$ cat src/rtl/maxpool_win_pkg.sv
// ---------------------------------------------------------------------------
// maxpool_win_pkg
// Shared definitions for the max/average pooling window block.
//   DW_DEFAULT  : default signed sample width used by the pooling modules
//   pool_mode_e : pooling mode encoding (MODE_MAX = 0, MODE_AVG = 1)
//   clog2_min1  : ceil(log2(n)) but never less than 1, for index ports
// ---------------------------------------------------------------------------
package maxpool_win_pkg;

    localparam int DW_DEFAULT = 16;

    typedef enum logic {
        MODE_MAX = 1'b0,
        MODE_AVG = 1'b1
    } pool_mode_e;

    // A single channel still needs a 1-bit index port.
    function automatic int clog2_min1(input int n);
        return (n > 1) ? $clog2(n) : 1;
    endfunction

endpackage

$ cat src/rtl/maxpool_win_pool_alu.sv
// ---------------------------------------------------------------------------
// pool_alu
// Combinational update of one accumulator lane with one incoming sample.
//   load     : first sample of a window, accumulator takes the sample
//   mode     : MODE_MAX keeps the signed larger value, MODE_AVG adds
//   acc      : current accumulator value (AW bits, signed)
//   sample   : incoming sample (DW bits, signed)
//   acc_next : updated accumulator value
// ---------------------------------------------------------------------------
module pool_alu
    import maxpool_win_pkg::*;
#(
    parameter int DW = DW_DEFAULT,
    parameter int AW = DW + 2
) (
    input  logic                 load,
    input  pool_mode_e           mode,
    input  logic signed [AW-1:0] acc,
    input  logic signed [DW-1:0] sample,
    output logic signed [AW-1:0] acc_next
);

    logic signed [AW-1:0] sample_ext;

    always_comb begin
        sample_ext = {{(AW-DW){sample[DW-1]}}, sample};
        acc_next   = acc;
        if (load) begin
            acc_next = sample_ext;
        end else if (mode == MODE_AVG) begin
            acc_next = acc + sample_ext;
        end else if (sample_ext > acc) begin
            acc_next = sample_ext;
        end
    end

endmodule

$ cat src/rtl/maxpool_win.sv
// ---------------------------------------------------------------------------
// maxpool_win
// Channel-interleaved pooling: each window holds POOL samples for each of CH
// channels (ch0..chCH-1 repeated POOL times). Produces one max or average
// result per channel at the end of every window.
//   i_clk   : clock, rising edge
//   i_rst   : synchronous active-high reset
//   i_valid : i_data carries a sample
//   i_data  : signed sample
//   i_mode  : 0 = max, 1 = average (latched at the start of each window)
//   i_flush : abort all open windows
//   o_valid : single-cycle result strobe
//   o_data  : pooled result (held while o_valid is low)
//   o_ch    : channel of o_data
//   o_last  : o_data belongs to channel CH-1
// ---------------------------------------------------------------------------
module maxpool_win
    import maxpool_win_pkg::*;
#(
    parameter int DW   = DW_DEFAULT,
    parameter int CH   = 4,
    parameter int POOL = 4
) (
    input  logic                           i_clk,
    input  logic                           i_rst,
    input  logic                           i_valid,
    input  logic signed [DW-1:0]           i_data,
    input  logic                           i_mode,
    input  logic                           i_flush,
    output logic                           o_valid,
    output logic signed [DW-1:0]           o_data,
    output logic [clog2_min1(CH)-1:0]      o_ch,
    output logic                           o_last
);

    localparam int PW = $clog2(POOL);
    localparam int AW = DW + PW;
    localparam int CW = clog2_min1(CH);

    logic [CW-1:0]        ch_cnt;
    logic [PW-1:0]        win_cnt;
    logic signed [AW-1:0] acc [CH];
    pool_mode_e           mode_q;

    logic                 win_first;
    logic                 win_last;
    logic                 ch_last;
    logic signed [AW-1:0] acc_next;

    assign win_first = (win_cnt == '0);
    assign win_last  = (win_cnt == PW'(POOL - 1));
    assign ch_last   = (ch_cnt == CW'(CH - 1));

    // The latched mode only matters for non-load updates, which never occur
    // on the window's first sample, so the registered value is always current.
    pool_alu #(
        .DW (DW),
        .AW (AW)
    ) u_alu (
        .load     (win_first),
        .mode     (mode_q),
        .acc      (acc[ch_cnt]),
        .sample   (i_data),
        .acc_next (acc_next)
    );

    // Reset beats flush beats valid. Flush only clears the counters: stale
    // accumulators are harmless because the next window starts with a load.
    always_ff @(posedge i_clk) begin
        if (i_rst) begin
            ch_cnt  <= '0;
            win_cnt <= '0;
            mode_q  <= MODE_MAX;
            o_valid <= 1'b0;
            o_data  <= '0;
            o_ch    <= '0;
            o_last  <= 1'b0;
            for (int i = 0; i < CH; i++) begin
                acc[i] <= '0;
            end
        end else if (i_flush) begin
            ch_cnt  <= '0;
            win_cnt <= '0;
            o_valid <= 1'b0;
        end else begin
            o_valid <= 1'b0;
            if (i_valid) begin
                acc[ch_cnt] <= acc_next;
                if (win_first && ch_cnt == '0) begin
                    mode_q <= pool_mode_e'(i_mode);
                end
                if (ch_last) begin
                    ch_cnt  <= '0;
                    win_cnt <= win_last ? '0 : win_cnt + 1'b1;
                end else begin
                    ch_cnt <= ch_cnt + 1'b1;
                end
                // Final sample of the window for this channel: emit result.
                if (win_last) begin
                    o_valid <= 1'b1;
                    o_data  <= (mode_q == MODE_AVG) ? DW'(acc_next >>> PW)
                                                    : DW'(acc_next);
                    o_ch    <= ch_cnt;
                    o_last  <= ch_last;
                end
            end
        end
    end

endmodule

$ cat config.mk
export PLATFORM = sky130hd
export DESIGN_NAME = maxpool_win
export DESIGN_NICKNAME = d
export VERILOG_FILES = /design/src/rtl/maxpool_win_pkg.sv /design/src/rtl/maxpool_win_pool_alu.sv /design/src/rtl/maxpool_win.sv
export SDC_FILE = /design/constraint.sdc
export NUM_CORES = 1
export LEC_CHECK = 0
export BUFFER_PORTS_ARGS = -buffer_cell sky130_fd_sc_hd__buf_2
export CORE_ASPECT_RATIO = 0.6
export CORE_UTILIZATION = 40
export CTS_CLUSTER_SIZE = 30
export DETAILED_ROUTE_END_ITERATION = 10
export PLACE_DENSITY = 0.66
export SYNTH_ARGS = -nofsm -noshare
export SYNTH_HDL_FRONTEND = slang
export SYNTH_SLANG_ARGS = --single-unit
$ cat constraint.sdc
create_clock -name i_clk -period 4.28 [get_ports i_clk]
set_input_delay 0.856 -clock i_clk [delete_from_list [all_inputs] [get_ports i_clk]]
set_output_delay 0.856 -clock i_clk [all_outputs]
set_load 0.03 [all_outputs]
==> impl_results.md, run 1 <==
- Status: finished clean
- Root Buffer: clkbuf_16
- Largest net degree at the start of global routing: 26
- Final core area utilization: 46.77%
- Maxcap violations: 0
- FF-to-FF path depth: 11
- Synthesized cell area: 0.006132 mm^2
- Psw: 0.7297 mW
- Initial DRT Pass Iterations: 5
- Htree depth: 3
- Leakage: between 2 and 3 nW
- Mean Syn Cell Area: 10.00 um^2
- WP data required: 4350 ps
- Die Outline Area: around 0.016 mm^2
- Synth Net Count: 674
- Internal: ~1.6 mW
- Peak supply drop: 0.0002259 V
- Asr flop ratio synth: 0%
- CP max FO: 23
- Setup violations, final: 0
- Nets: about 710
- Flop2flop setup slack: 370 ps
- Layout Skew: 12.86 ps
- Worst-path clk slew: ~90 ps
- Via-per-instance ratio: 5.992
- Synth Register Bits: roughly 100
- Initial antenna violation count: 0
- Remaining Overflow, GRT: 0
- PwrDens: about 340 mW/mm^2
- Slew Limit Fails: 0
- Hold path depth: 2
- CP Capture Type: flip-flop
- Clk buf depth: 2
- Hold Vio Cnt, Final: 0
- Final WL: 18250 um
- HPWL after detailed placement: 13430 um
- # clock sinks: 99
- CTS tree: yes
- Hold path start: o_data[8]
- Syn Inst Count: 613
- # diodes: 0
- Pwr Total: 2.361 mW
- CORE AREA: roughly 0.015 mm^2
- Global-route wire length before repair: ~28000 um
- Syn-to-layout area delta: 12.26%
- Num CTS Buffers: 9
- Tcrit/Tclk final: 91.40%
- DR vias: 5111
- Flop pwr share: 45.3%
- Total Neg Setup Slack: 0 ps
- CP arrival: 3990 ps
- Worst slew margin: 30.53%
- Die X: 161.8 um
- Number of synthesized flops with an enable pin: 72
- Total GRT Usage: between 20% and 30%
- Gate power share: 19.1%
- Post-synthesis compound-gate area fraction: 16.24%
- Worst slew pin tran: 1029 ps
- ANT nets after route: 0
- Vert. Die Dim: 97.91 um
- WHS Endpoint: o_data[8]
- Simple-Gate Fraction of Synth Area: 15.96%
- Number of global-route vias before repair: ~4800
- Net Sw Frac: between 30 and 40%
- Initial DRC count: 598
- Post-synthesis sequential area ratio: between 40% and 50%
- Drt wl/cell: 21.39 um
- PortBufs: 40
- Routability cong.: just over 1
- Synth unique cells: 71
- R2R Path End: acc[0][4]
- Row cnt: 34
- Synth Area in XOR/XNOR: 1.714%
- Mux contribution to synthesized area: under 10%
- Worst skew pair latency: between 300 and 400 ps
- Clock network power share: 35.6%
- CP Launch Type: flip-flop
- Adder-Cell Fraction of Synth Area: between 8 and 9%
- Primary FF master, synth: edfxtp_1
- Post-CTS Setup Inserts: 0
- # DRC: 0
- Starting Density: 41.66%
- Minimum clock period: 3912 ps
- Ports: 41
- Setup CP Type: reg -> reg
- Maximum clock rate: 0.2556 GHz
- Hold Crit Class: reg -> reg
- Main combinational cell family by area after synthesis: compound AO/OA/AOI/OAI gates
- Synth warn: 0
- RSZ-0062 raised after global routing: false
- Layout cells sized above 1: 16.34%
-- cell families (layout without fill, tap and decap cells) --
logic type	Yosys count	after routing
buffers and inverters	79	121
adders and majority gates	40	40
AOI/OAI and AO/OA	137	137
and+or+nand+nor	218	218
muxes	28	28
DFF	99	99
xor gates and xnor gates	12	12
-- what timing repair did --
| item | CTS | global route |
|---|---|---|
| endpoints found under the setup margin | 0 | 4 |
| hold buffers | 0 | 0 |
| resized for setup | 0 | 1 |
-- sequential cells by signal (all words and copies together), names as in the netlist, named ones only --
signal and flops:
mode_q 1, win_cnt 2, o_ch 2, o_last 1, ch_cnt 2, o_valid 1, o_data 16, acc 72
-- per-layer routing --
metal  global-route usage, %  vias to the layer above  wire (um)
met5                       0                        -          0
li1                        -                     2329          -
met3                   7.519                       21       2156
met2                   31.56                      296       7096
met1                   37.06                     2465       8811
met4                   3.774                        0        181
-- cell usage in the layout (no fill, tap or decap), types with 6 or more instances in the layout --
cell       instances
nor2b_1            6
buf_4             20
mux4_2            18
edfxtp_1          72
buf_2             40
o211ai_1           7
nor2_1           107
o21ai_0           22
nor4_1             8
mux2i_1           10
dfxtp_1           27
nand2b_1           8
clkbuf_16          9
inv_1             42
a21oi_1           28
nand2_1           44
nand4_1            8
ha_1              39
a211oi_1           6
nor3_1            17
xnor2_1           10
o22ai_1           12
-- synthesized netlist by cell type (5+ instances only) --
cell      instances  area share [%]
nand2b_1          8            0.82
mux4_2           18             6.6
buf_2             6            0.49
nor4_1            8            0.82
a31oi_1           5            0.51
dfxtp_1          27             8.8
edfxtp_1         72              35
ha_1             39             8.0
a21oi_1          28             2.3
nand3_1           5            0.41
a221o_1           5            0.82
nand2_1          44             2.7
o21ai_0          23             1.9
nor3_1           17             1.4
o22ai_1          12             1.2
clkbuf_1         23             1.4
mux2i_1          10             1.6
o211ai_1          7            0.86
xnor2_1          10             1.4
a211oi_1          6            0.73
nor2_1          107             6.5
inv_1            42             2.6
nor2b_1           6            0.61
nand4_1           8            0.82
-- worst max-delay path by stage --
stage,from,to,slack (ps),depth (start not counted)
after global routing,flip-flop,acc[2][14],80,13
after floorplan,flip-flop,acc[0][14],770,14
after detailed placement,i_data[0],acc[0][14],420,12
after CTS,flip-flop,acc[0][14],450,13
after global placement,flip-flop,acc[0][11],480,12
final,flip-flop,acc[0][4],370,11
-- stage by stage --
stage | setup WS, ps | cells | hold WS [ps] | cell area, um^2
2_1_floorplan | 766.0 | 613 | 489.0 | 6132
3_3_place_gp | 478.1 | 837 | 430.1 | 6581
3_5_place_dp | 421.8 | 837 | 430.2 | 6581
4_1_cts | 448.5 | 853 | 443.4 | 6884
5_1_grt | 75.44 | 853 | 458.3 | 6884
6_report | 368.2 | 853 | 441.1 | 6884
-- layout make-up --
cell class / instances / area (um^2)
well taps: 198 / 247.7
multi-input cells: 435 / 3093
flip-flops and latches: 99 / 2703
repair buffers: 61 / 370.4
clock buffers: 9 / 225.2
fillers: 1417 / 7835
inverters: 44 / 167.7
clock inverters: 7 / 77.57
-- power by group through the flow --
stage / Clock [mW] / Combinational (mW) / Sequential [mW]
2_1_floorplan: 0 / 0.310 / 1.09
3_3_place_gp: 0 / 0.434 / 1.09
6_report: 0.841 / 0.451 / 1.07
5_1_grt: 0.888 / 0.489 / 1.07
4_1_cts: 0.852 / 0.438 / 1.07
3_5_place_dp: 0 / 0.436 / 1.09
-- critical path, stage by stage (launching register included) --
cell,delay [ps]
dfxtp_1,360
buf_12,200
mux4_2,610
inv_1,160
ha_1,280
nand4_1,230
nor4_1,370
a32o_1,280
o22a_4,330
o22ai_1,110
a21boi_0,550
nor2_1,130
No activity file was read; power rests on OpenSTA's default activity.
==> run 2: changes to the inputs <==
- CORE_UTILIZATION: 40 -> 36
- PLACE_DENSITY: 0.66 -> 0.52
==> run 2 against run 1 <==
Against the previous run: clock-buffer cell count unchanged; final cell count up 2.9%; hold slack better by 8.2 ps; via count down 3.0%; first-iteration DRC count down 13%; flip-flop and latch count unchanged; wire length up 2.4%; clock power up 8.3%; sequential share of layout area down 0.11 points; non-clock buffer count down 5; utilization down 4.8 points.
==> impl_results.md, run 2 (same netlist as run 1, synthesis figures left out) <==
- Hold path depth: 2
- Via-per-instance ratio: approximately 5.6
- Slowest cell delay on critical path: 630 ps
- Minimum clock period: ~4000 ps
- # DRC: 0
- Final core area utilization: about two fifths
- Status: finished clean
- CTS tree: yes
- Hold Vio Cnt, Final: 0
- Initial DRC count: 519
- RSZ-0062 raised after global routing: false
- Worst slew pin tran: 1004 ps
- Worst path depth: 12
- WP data required: 4350 ps
- Routability cong.: 0.9597
- Critical path's slowest cell: mux4_2
- Nets: 706
- Largest register FFs: 72
- Htree depth: 3
- CP Launch Type: flip-flop
- # diodes: 0
- Initial DRT Pass Iterations: 6
- Layout Skew: around 13 ps
- CP Capture Type: flip-flop
- Peak supply drop: 0.0001686 V
- Drt wl/cell: 21.27 um
- WHS Endpoint: o_data[8]
- Commonest cells after routing, fill and taps aside: 107 x nor2_1, 72 x edfxtp_1, 44 x nand2_1
- CP arrival: 4080 ps
- Slew Limit Fails: 0
- Vert. Die Dim: 103.1 um
- Final WL: ~19000 um
- Hold Crit Class: reg -> reg
- Most common library cell in the layout ignoring fill and taps: nor2_1
- CP max FO: 18
- ANT nets after route: 0
- Worst-path clk slew: approximately 80 ps
- Total Neg Setup Slack: 0 ps
- Number of global-route vias before repair: 4731
- Top Registers: acc: 72 flops, o_data: 16 flops
- Die Outline Area: 0.01758 mm^2
- PortBufs: 40
- Global-route wire length before repair: 28700 um
- Syn-to-layout area delta: 12.59%
- Hold path start: o_data[8]
- Maxcap violations: 0
- HPWL after detailed placement: 13510 um
- Starting Density: a little under two fifths
- Maximum clock rate: 0.2496 GHz
- Root Buffer: clkbuf_16
- FF-to-FF path depth: 12
- Top reg by flops: acc
- Worst slew margin: between 30% and 40%
- Worst skew pair latency: 360 ps
- Num CTS Buffers: 9
- CP cell instances: buf_12, mux4_2, inv_1, ha_1, o21bai_1, a2111oi_0, o21ai_0, nand2_1, o41ai_1, xnor2_1, o221ai_1, nor2_1
- Buf/Inv on CP: 2
- PwrDens: approximately 350 mW/mm^2
- Ports: 41
- Setup CP Type: reg -> reg
- Tcrit/Tclk final: 93.59%
- Setup violations, final: 0
- Die X: 170.5 um
- Clk buf depth: 2
- CTS Hold Bufs: 0
- CORE AREA: 0.01644 mm^2
- Largest net degree at the start of global routing: 27
- # clock sinks: between 90 and 100
- Row cnt: 36
- Layout cells sized above 1: 15.69%
- Leakage: ~2.7 nW
- Flop2flop setup slack: around 270 ps
- Pwr Total: around 2.4 mW
- Delay-heaviest family, CP: compound AO/OA/AOI/OAI gates
- Remaining Overflow, GRT: 0
- Initial antenna violation count: 0
- Total GRT Usage: 22.45%
- Post-CTS Setup Inserts: 0
- CTS resizes: 0
- R2R Path End: acc[1][14]
- DR vias: between 4000 and 5000
run 2: changes by cell type in the layout (fill, tap and decap cells not counted), sizes merged:
cell | previous run | this run
buf | 61 | 56
clkinv | 3 | 1
inv | 47 | 49
bufinv | 0 | 1
clkinvlp | 1 | 0
run 2: how the worst max path moves through the flow:
stage | slack (ps) | startpoint | to
after floorplan | 770 | flip-flop | acc[0][14]
after global placement | 350 | i_data[0] | acc[1][14]
after detailed placement | 300 | i_data[0] | acc[1][14]
after CTS | 300 | flip-flop | acc[1][14]
after global routing | 40 | flip-flop | acc[1][13]
final | 270 | flip-flop | acc[1][14]
run 2: metal layers:
layer / GRT usage [%] / part of all wire [%] / up-vias
met2: 32.12 / 40 / 197
met4: 5.336 / 1.5 / 0
met3: 3.992 / 9.3 / 22
met5: 0 / 0 / -
met1: 34.63 / 50 / 2423
li1: - / - / 2316
run 2: cell type report:
type	instances	area (um^2)
Inverter	44	167.7
Timing Repair Buffer	56	332.8
Sequential cell	99	2703
Fill cell	1603	9537
Clock inverter	7	97.59
Multi-Input combinational cell	435	3093
Clock buffer	9	225.2
Tap cell	228	285.3
run 2: worst reg2reg max path, delay by kind of cell (launching register included):
family / cells / cell delay (ps)
AO/OA/AOI/OAI: 5 / 1700
adder cells (fa/ha/maj): 1 / 300
buffers and inverters: 2 / 300
flip-flops: 1 / 360
multiplexers: 1 / 630
AND/OR/NAND/NOR: 2 / 270
XOR/XNOR: 1 / 200
run 2: metrics by stage:
step | cells | setup WS, ps | cell area (um^2) | hold slack, ps
after floorplan | 613 | 766.0 | 6132 | 489.0
after global placement | 862 | 345.6 | 6581 | 429.3
after detailed placement | 862 | 302.7 | 6581 | 433.8
after CTS | 878 | 297.7 | 6904 | 446.6
after global routing | 878 | 43.46 | 6904 | 483.6
final | 878 | 274.3 | 6904 | 449.4
run 2: report_power, final:
group	leakage, nW	internal [mW]	switching, mW
registers	0.966	1.06	0.00972
clock network	0.160	0.479	0.431
logic	1.58	0.156	0.292
